==> src/rtl/div_scheduler_if.sv <==
// div_scheduler_if: configuration, control and status signals of the divider scheduler.
interface div_scheduler_if #(parameter int WIDTH = 17);
   logic [WIDTH-1:0] cfg_div;
   logic             cfg_load;
   logic             cfg_ack;
   logic             cfg_err;
   logic             start;
   logic             stop;
   logic [7:0]       burst_len;
   logic             busy;
   logic             tick;
   logic             s_clk;
   logic             done;
   modport master (
      output cfg_div, cfg_load, start, stop, burst_len,
      input  cfg_ack, cfg_err, busy, tick, s_clk, done
   );
   modport slave (
      input  cfg_div, cfg_load, start, stop, burst_len,
      output cfg_ack, cfg_err, busy, tick, s_clk, done
   );
endinterface

==> src/rtl/div_scheduler.sv <==
// div_scheduler: programmable clock divider with continuous/burst tick generation.
module div_scheduler #(
   parameter int WIDTH       = 17,
   parameter int DEFAULT_DIV = 100000
) (
   input logic           clk,
   input logic           reset,
   div_scheduler_if.slave bus
);
   typedef enum logic [1:0] {IDLE, RUN, BURST, DONE} state_t;
   state_t           r_state, w_next;
   logic [WIDTH-1:0] r_cnt, r_div, r_shadow, w_cnt;
   logic [7:0]       r_rem, w_rem;
   logic             r_pend, r_tick, r_sclk, r_busy, r_done, r_ack, r_err;
   logic             w_active, w_wrap, w_cfg_ok, w_accept;
   logic             w_tick, w_sclk, w_busy, w_done;
   assign w_active = (r_state == RUN) || (r_state == BURST);
   assign w_wrap   = w_active && !bus.stop && (r_cnt == r_div - WIDTH'(1));
   assign w_cfg_ok = bus.cfg_div >= WIDTH'(2);
   assign w_accept = (r_state == IDLE) && bus.start && !bus.stop;
   always_ff @(posedge clk or negedge reset)
      if (!reset) r_state <= IDLE;
      else        r_state <= w_next;
   always_comb begin
      w_next = r_state;
      if (r_state == IDLE)
         w_next = w_accept ? ((bus.burst_len == 8'd0) ? RUN : BURST) : IDLE;
      else if (r_state == DONE || bus.stop)
         w_next = IDLE;
      else if (r_state == BURST && w_wrap && r_rem == 8'd1)
         w_next = DONE;
   end
   always_comb begin
      w_tick = w_wrap;
      w_busy = (w_next == RUN) || (w_next == BURST);
      w_sclk = (w_next == IDLE) ? 1'b0 : r_sclk ^ w_wrap;
      w_done = (r_state == DONE);
      w_cnt  = (w_active && !bus.stop && !w_wrap) ? r_cnt + WIDTH'(1) : '0;
      w_rem  = w_accept ? bus.burst_len : (r_state == BURST && w_wrap) ? r_rem - 8'd1 : r_rem;
   end
   always_ff @(posedge clk or negedge reset) begin
      if (!reset) begin
         r_cnt    <= '0;
         r_rem    <= '0;
         r_div    <= WIDTH'(DEFAULT_DIV);
         r_shadow <= WIDTH'(DEFAULT_DIV);
         r_pend   <= 1'b0;
         r_tick   <= 1'b0;
         r_sclk   <= 1'b0;
         r_busy   <= 1'b0;
         r_done   <= 1'b0;
         r_ack    <= 1'b0;
         r_err    <= 1'b0;
      end else begin
         r_cnt  <= w_cnt;
         r_rem  <= w_rem;
         r_tick <= w_tick;
         r_sclk <= w_sclk;
         r_busy <= w_busy;
         r_done <= w_done;
         r_ack  <= bus.cfg_load && w_cfg_ok;
         r_err  <= bus.cfg_load && !w_cfg_ok;
         // While running, a new divisor waits in the shadow until the current period ends.
         if (bus.cfg_load && w_cfg_ok && !w_active) begin
            r_div    <= bus.cfg_div;
            r_shadow <= bus.cfg_div;
            r_pend   <= 1'b0;
         end else if (bus.cfg_load && w_cfg_ok) begin
            r_shadow <= bus.cfg_div;
            r_pend   <= 1'b1;
            if (r_pend && w_wrap) r_div <= r_shadow;
         end else if (r_pend && (w_wrap || !w_active)) begin
            r_div  <= r_shadow;
            r_pend <= 1'b0;
         end
      end
   end
   assign bus.tick    = r_tick;
   assign bus.s_clk   = r_sclk;
   assign bus.busy    = r_busy;
   assign bus.done    = r_done;
   assign bus.cfg_ack = r_ack;
   assign bus.cfg_err = r_err;
endmodule
==> src/flat_wrapper.sv <==
// flat-port wrapper written by rule: the top's interface ports become plain ports
module div_scheduler_flat 
#(
   parameter int WIDTH       = 17,
   parameter int DEFAULT_DIV = 100000
)
  (clk, reset, bus_cfg_div, bus_cfg_load, bus_start, bus_stop, bus_burst_len, bus_cfg_ack, bus_cfg_err, bus_busy, bus_tick, bus_s_clk, bus_done);
  div_scheduler_if #(.WIDTH(WIDTH)) bus_i ();
  input logic clk;
  input logic reset;
  input wire logic [$bits(bus_i.cfg_div)-1:0] bus_cfg_div;
  input wire logic [$bits(bus_i.cfg_load)-1:0] bus_cfg_load;
  input wire logic [$bits(bus_i.start)-1:0] bus_start;
  input wire logic [$bits(bus_i.stop)-1:0] bus_stop;
  input wire logic [$bits(bus_i.burst_len)-1:0] bus_burst_len;
  output wire logic [$bits(bus_i.cfg_ack)-1:0] bus_cfg_ack;
  output wire logic [$bits(bus_i.cfg_err)-1:0] bus_cfg_err;
  output wire logic [$bits(bus_i.busy)-1:0] bus_busy;
  output wire logic [$bits(bus_i.tick)-1:0] bus_tick;
  output wire logic [$bits(bus_i.s_clk)-1:0] bus_s_clk;
  output wire logic [$bits(bus_i.done)-1:0] bus_done;
  assign bus_i.cfg_div = bus_cfg_div;
  assign bus_i.cfg_load = bus_cfg_load;
  assign bus_i.start = bus_start;
  assign bus_i.stop = bus_stop;
  assign bus_i.burst_len = bus_burst_len;
  assign bus_cfg_ack = bus_i.cfg_ack;
  assign bus_cfg_err = bus_i.cfg_err;
  assign bus_busy = bus_i.busy;
  assign bus_tick = bus_i.tick;
  assign bus_s_clk = bus_i.s_clk;
  assign bus_done = bus_i.done;
  div_scheduler #(.WIDTH(WIDTH), .DEFAULT_DIV(DEFAULT_DIV)) u_core (.clk(clk), .reset(reset), .bus(bus_i));
endmodule
==> config.mk <==
export PLATFORM = sky130hd
export DESIGN_NAME = div_scheduler_flat
export DESIGN_NICKNAME = d
export VERILOG_FILES = /design/src/rtl/div_scheduler_if.sv /design/src/rtl/div_scheduler.sv /design/src/flat_wrapper.sv
export SDC_FILE = /design/constraint.sdc
export NUM_CORES = 1
export LEC_CHECK = 0
export CAP_MARGIN = 5
export CORE_MARGIN = 10
export CORE_UTILIZATION = 62
export DETAILED_ROUTE_END_ITERATION = 6
export GPL_ROUTABILITY_DRIVEN = 1
export PLACE_DENSITY = 0.85
export SLEW_MARGIN = 20
export SYNTH_ARGS = -nofsm -noshare
export SYNTH_HDL_FRONTEND = slang
export SYNTH_SLANG_ARGS = --single-unit
==> constraint.sdc <==
create_clock -name clk -period 7.9 [get_ports clk]
set_input_delay 1.185 -clock clk [delete_from_list [all_inputs] [get_ports clk]]
set_output_delay 1.185 -clock clk [all_outputs]
set_load 0.005 [all_outputs]
## Word-level counts from Yosys, hierarchy flattened

Cells that the tools add are included.

- Flip-flop bits (word level): 68
- Logic and storage cells: 70

- Bitwise logic cells: 1
- Mux-type cells: 18
- Magnitude comparators: 1
- Reductions and logical operators: 27
- Eq/ne operators: 8
- Add/subtract/negate cells: 3

Operators by type and width:

| kind | count |
|---|---|
| 17-bit 2-to-1 mux | 7 |
| 17-bit by 1-bit adder with 17-bit output, second input constant | 1 |
| 17-bit == test | 1 |
| 17-bit by 2-bit >= comparator with 1-bit output, second input constant | 1 |
| 17-bit by 1-bit subtractor with 17-bit output, second input constant | 1 |
| 8-bit 2-to-1 mux | 2 |
| 1-bit logical AND | 12 |
| 2-bit 2-to-1 mux | 5 |
| 8-bit by 1-bit == test with 1-bit output, second input constant | 1 |
| 8-bit logical NOT | 1 |
| 8-bit by 1-bit subtractor with 8-bit output, second input constant | 1 |
| 2-bit == test, second input constant | 3 |
| 2-bit by 1-bit == test with 1-bit output, second input constant | 2 |
| 1-bit logical NOT | 4 |
| 2-bit logical NOT | 2 |
| 1-bit logical OR | 4 |
| 1-bit 2-to-1 mux | 4 |
| 2-bit nonzero test | 2 |
| 3-bit != test, second input constant | 1 |
| 3-bit nonzero test | 1 |
| 2-bit AND reduction | 1 |
| 1-bit bitwise XOR | 1 |

## Longest topological paths before layout

- Depth after elaboration: 11
- Depth in mapped cells: 14

## Worst setup path before layout

OpenSTA, ideal clock, no wires.

- Path type: reg2reg
- Start: register u_core.r_div[0]
- End: register u_core.r_div[12]
- Data arrival time: 3.215 ns
- Cell stages (with the launch flop): 12
- Setup slack: 4.558 ns
- Required time: 7.773 ns
- Period minus slack after synthesis: 3.342 ns
- Path through: dfrtp_1 -> inv_1 -> ha_1 -> or3b_2 -> nor3_1 -> xnor2_1 -> nor4_1 -> nand4_2 -> or4_4 -> a21oi_4 -> buf_6 -> mux2_1

- Cells in the longest elaborated chain, start to end: 7
- Elaborated cells on any way between the ends: 9

Ends and longest elaborated chain:

| element | line | RTL |
|---|---|---|
| start: declaration | div_scheduler.sv:12 | `logic [WIDTH-1:0] r_cnt, r_div, r_shadow, w_cnt;` |
| start signal: assignment | div_scheduler.sv:45 | `r_div <= WIDTH'(DEFAULT_DIV);` |
| start signal: assignment | div_scheduler.sv:65 | `r_div <= bus.cfg_div;` |
| start signal: assignment | div_scheduler.sv:71 | `if (r_pend && w_wrap) r_div <= r_shadow;` |
| 17-bit by 1-bit subtractor with 17-bit output (*) | div_scheduler.sv:18 | `assign w_wrap = w_active && !bus.stop && (r_cnt == r_div - WIDTH'(1));` |
| 17-bit == test (*) | div_scheduler.sv:18 |  |
| 1-bit logical AND (*) | div_scheduler.sv:18 |  |
| 1-bit logical OR | div_scheduler.sv:72 | `end else if (r_pend && (w_wrap \|\| !w_active)) begin` |
| 1-bit logical AND | div_scheduler.sv:72 |  |
| 3-bit nonzero test (no source line) | -- |  |
| 2-bit AND reduction (no source line) (*) | -- |  |

Mark *: on every way between the ends. The rest lies on a longest branch, timed or not.
A chain may end at the register's enable or synchronous reset.

## Worst setup path after layout

- Start: register u_core.r_div[0]
- End: register u_core.r_busy (netlist: u_core.bus.busy)

- Cells in the longest elaborated chain, start to end: 10
- Elaborated cells on any way between the ends: 11

Ends and longest elaborated chain:

| element | line | RTL |
|---|---|---|
| 17-bit by 1-bit subtractor with 17-bit output (*) | div_scheduler.sv:18 |  |
| 17-bit == test (*) | div_scheduler.sv:18 |  |
| 1-bit logical AND (*) | div_scheduler.sv:18 |  |
| 1-bit logical AND (*) (2 in series) | div_scheduler.sv:30 | `else if (r_state == BURST && w_wrap && r_rem == 8'd1)` |
| 2-bit 2-to-1 mux (*) | div_scheduler.sv:30 |  |
| 2-bit 2-to-1 mux (*) | div_scheduler.sv:28 | `else if (r_state == DONE \|\| bus.stop)` |
| 2-bit 2-to-1 mux (*) | div_scheduler.sv:26 | `if (r_state == IDLE)` |
| 2-bit by 1-bit == test with 1-bit output / 2-bit == test (equally long branches) | div_scheduler.sv:35 | `w_busy = (w_next == RUN) \|\| (w_next == BURST);` |
| 1-bit logical OR (*) | div_scheduler.sv:35 |  |
| via u_core.w_busy | div_scheduler.sv:16 | `logic w_tick, w_sclk, w_busy, w_done;` |
| end signal: assignment | div_scheduler.sv:59 | `r_busy <= w_busy;` |
| end: declaration | div_scheduler.sv:14 | `logic r_pend, r_tick, r_sclk, r_busy, r_done, r_ack, r_err;` |

The timed path passes the listed nets; every way through them passes the cells marked *.

==> impl_metrics.csv <==
group,metric,value,unit
placed_design,gp_congestion,0.808,
grt,grt_first_pass_wirelength,14100,um
synth,synth_edf_count,0,
grt,gr-total-overflow,0,
clocking,post_cts_buffers,0,
critical_path,worst_r2r_startpoint,"u_core.r_div[0]",
synth,post_syn_instances,358,
routing,drt-initial-drc-count,149,
sta,setup_ws,4010,ps
cells_and_area,design_area,4400,sq um
cells_and_area,synthToLayoutAreaGrowth,15.2,%
clocking,insertion_delay,350,ps
routing,detailroute.via_count,2828,
cells_and_area,nNetsFinal,430,
pwr,totalPowerFinal,0.881,mW
pwr,internal_power,0.607,mW
critical_path,ff2ff_path_depth,11,
critical_path,critical_path_at,4130,ps
routing,routed_wl,8090,um
pwr,seq_power_share,0.499,
sta,layout_min_cycle_time,3890,ps
cells_and_area,post_layout_nonfiller_instances,472,
sta,final-setup-viol-count,0,
cells_and_area,utilization,0.739,
clocking,cts.hold.buffers_added,0,
floorplan,placeableCoreArea,5960,sq um
clocking,cts_max_path_buffers,2,
critical_path,startpoint,"u_core.r_div[0]",
synth,yosysSeqAreaShare,0.449,
placed_design,dpl.hpwl,6000,um
cells_and_area,layout-drive-gt1-share,0.202,
critical_path,startpoint_type,"flop",
critical_path,worst-r2r-setup-slack,4010,ps
synth,synth.cell_area,3820,sq um
placed_design,placed_cells_incl_taps,456,
sta,fin_tns_setup,0,ps
pwr,switching_part_of_the_total_power,0.311,
routing,detail-route-antenna-nets,0,
critical_path,cp-end-kind,"flop",
cells_and_area,n_fill_cell,442,
grt,grt_usage,0.174,
pwr,vdd_drop_max,197,uV
cells_and_area,multi_input_comb_area,2000,sq um
synth,ys_warn_count,0,
pwr,total_leakage_power,1.75,nW
grt,antenna_violations_before_repair,0,
floorplan,fp-row-count,28,
pwr,power.clock.fraction,0.302,
clocking,clk_root_buffer_cell,"clkbuf_8",
critical_path,critPathRequiredTime,8140,ps
clocking,tritoncts.num_buffers,9,
clocking,post_cts_resized,0,
synth,ffs_latches_synth,68,
grt,grt_max_degree,69,
routing,detail_route.first_pass.iterations,4,
pwr,pwr-share-comb,0.199,
outcome,result_of_the_run,"completed",
floorplan,io_pins,36,
placed_design,pre_cts_slack,3880,ps
critical_path,worstSetupPathType,"flop to flop",
clocking,tritoncts_clock_tree,"built",
cells_and_area,diodes,0,
routing,route.detailed.vias_per_inst,5.99,
placed_design,dpl-instance-area,4210,sq um
clocking,clock_sink_count,68,
floorplan,start_util,0.642,
sta,worst_hold_slack,507,ps
clocking,clk_pin_slew_worst_paths,80,ps
sta,period_share,0.492,
critical_path,endpoint,"u_core.bus.busy",
synth,async_flop_share,1.00,
routing,drc,0,
cells_and_area,seq_area,1720,sq um
synth,synth_cell_types,53,
routing,drt-wirelength-per-cell,17.1,um
synth,dominantRegCellSynth,"dfrtp_1",
grt,grt_pass1_vias,2907,
floorplan,dieWidth,98.5,um
floorplan,dieHeight,98.5,um
sta,grt_setup_unrepaired,"no",
floorplan,design.die.area,9710,sq um
worst_hold_path,hold_path.class,"flop to flop",
run,max_cap_violations,0,
synth,post_synth.cell_area_avg,10.7,sq um
sta,achievable-frequency,0.257,GHz
sta,timing.slew.headroom,0.415,
pwr,power.net_switching,0.274,mW
clocking,htreeDepth,3,
worst_hold_path,hold_depth,1,
pwr,powerDensity,200,nW/um^2
critical_path,critPathMaxFanout,9,
placed_design,placement.io_buffers,35,
critical_path,critical_path.reg2reg.endpoint,"u_core.bus.busy",
sta,hold_violations,0,
sta,slew_violations,0,
synth,synth.net_count,396,
sta,finClkSkew,10.7,ps
sta,tightest_slew,877,ps
-- area by class of cell --
| cell class | count | share of cell area |
|---|---|---|
| inverters | 13 | 0.0111 |
| clock buffers | 10 | 0.0313 |
| well taps | 75 | 0.0213 |
| repair buffers | 37 | 0.0818 |
| multi-input cells | 263 | 0.454 |
| clock inverters | 6 | 0.0111 |
| flip-flops and latches | 68 | 0.390 |
-- flip-flops by register name, indices dropped and copies added (netlist names) --
register,cells
u_core.bus.busy,1
u_core.bus.cfg_ack,1
u_core.bus.cfg_err,1
u_core.bus.done,1
u_core.bus.s_clk,1
u_core.bus.tick,1
u_core.r_cnt,17
u_core.r_div,17
u_core.r_pend,1
u_core.r_rem,8
u_core.r_shadow,17
u_core.r_state,2
-- how the worst min path moves through the flow --
stage	from	endpoint	slack, ps
after floorplan	u_core.r_shadow[5]	u_core.r_shadow[5]	470
after global placement	u_core.r_shadow[6]	u_core.r_shadow[6]	480
after detailed placement	u_core.r_shadow[11]	u_core.r_shadow[11]	490
after CTS	u_core.r_shadow[11]	u_core.r_shadow[11]	510
after global routing	u_core.r_shadow[8]	u_core.r_shadow[8]	540
final	u_core.r_shadow[11]	u_core.r_shadow[11]	510
-- per-layer routing --
metal / part of all wire / wire [um] / up-vias / GRT usage
met5: 0 / 0 / - / 0
met4: 0.018 / 147 / 0 / 0.0551
met3: 0.054 / 437 / 13 / 0.0587
met2: 0.49 / 4000 / 73 / 0.281
met1: 0.43 / 3500 / 1401 / 0.212
li1: - / - / 1341 / -
-- worst max-delay path: stages (launching register included) --
cell and delay [ps]:
dfrtp_1 430, inv_1 120, ha_1 230, or3b_2 530, nor3_1 240, xnor2_1 110, nor4_1 290, nand4_2 300
or3_1 570, nor3_1 530, a211oi_1 120, ha_1 320
-- logic make-up after synthesis --
logic type	synth area share
compound gates	0.0592
xor+xnor	0.0985
fa+ha+maj	0.0262
buf+inv	0.0298
flops	0.449
mux	0.148
simple gates	0.189
-- cells in the mapped netlist, types with 8 or more instances --
cell type  instances  area (sq um)
nor4_1            16           100
mux2_1             8          90.1
nand3_1            9          45.0
or3_1             10          62.6
o21ai_0            8          40.0
xor2_1            18           158
nand2_1           15          56.3
ha_1               8           100
mux2_2            37           417
dfrtp_1           56          1400
inv_1             13          48.8
xnor2_1           25           219
dfstp_2           12           315
nor2_1            37           139
-- power by group through the flow --
stage | logic [mW] | clock network, mW | registers, mW
after floorplan | 0.135 | 0 | 0.423
after global placement | 0.167 | 0 | 0.441
after detailed placement | 0.174 | 0 | 0.444
after global routing | 0.196 | 0.286 | 0.445
after CTS | 0.176 | 0.271 | 0.438
final | 0.176 | 0.266 | 0.440
-- cell usage in the layout, fill, tap and decap left out, types with 8 or more instances in the layout --
master | Yosys | routed
clkbuf_8 | 0 | 10
clkdlybuf4s50_1 | 0 | 34
dfrtp_1 | 56 | 56
dfstp_2 | 12 | 12
ha_1 | 8 | 8
inv_1 | 13 | 13
mux2_1 | 8 | 8
mux2_2 | 37 | 37
nand2_1 | 15 | 15
nand3_1 | 9 | 9
nor2_1 | 37 | 37
nor4_1 | 16 | 16
o21ai_0 | 8 | 8
or3_1 | 10 | 10
xnor2_1 | 25 | 25
xor2_1 | 18 | 18
No activity file was read; power rests on OpenSTA's default activity.
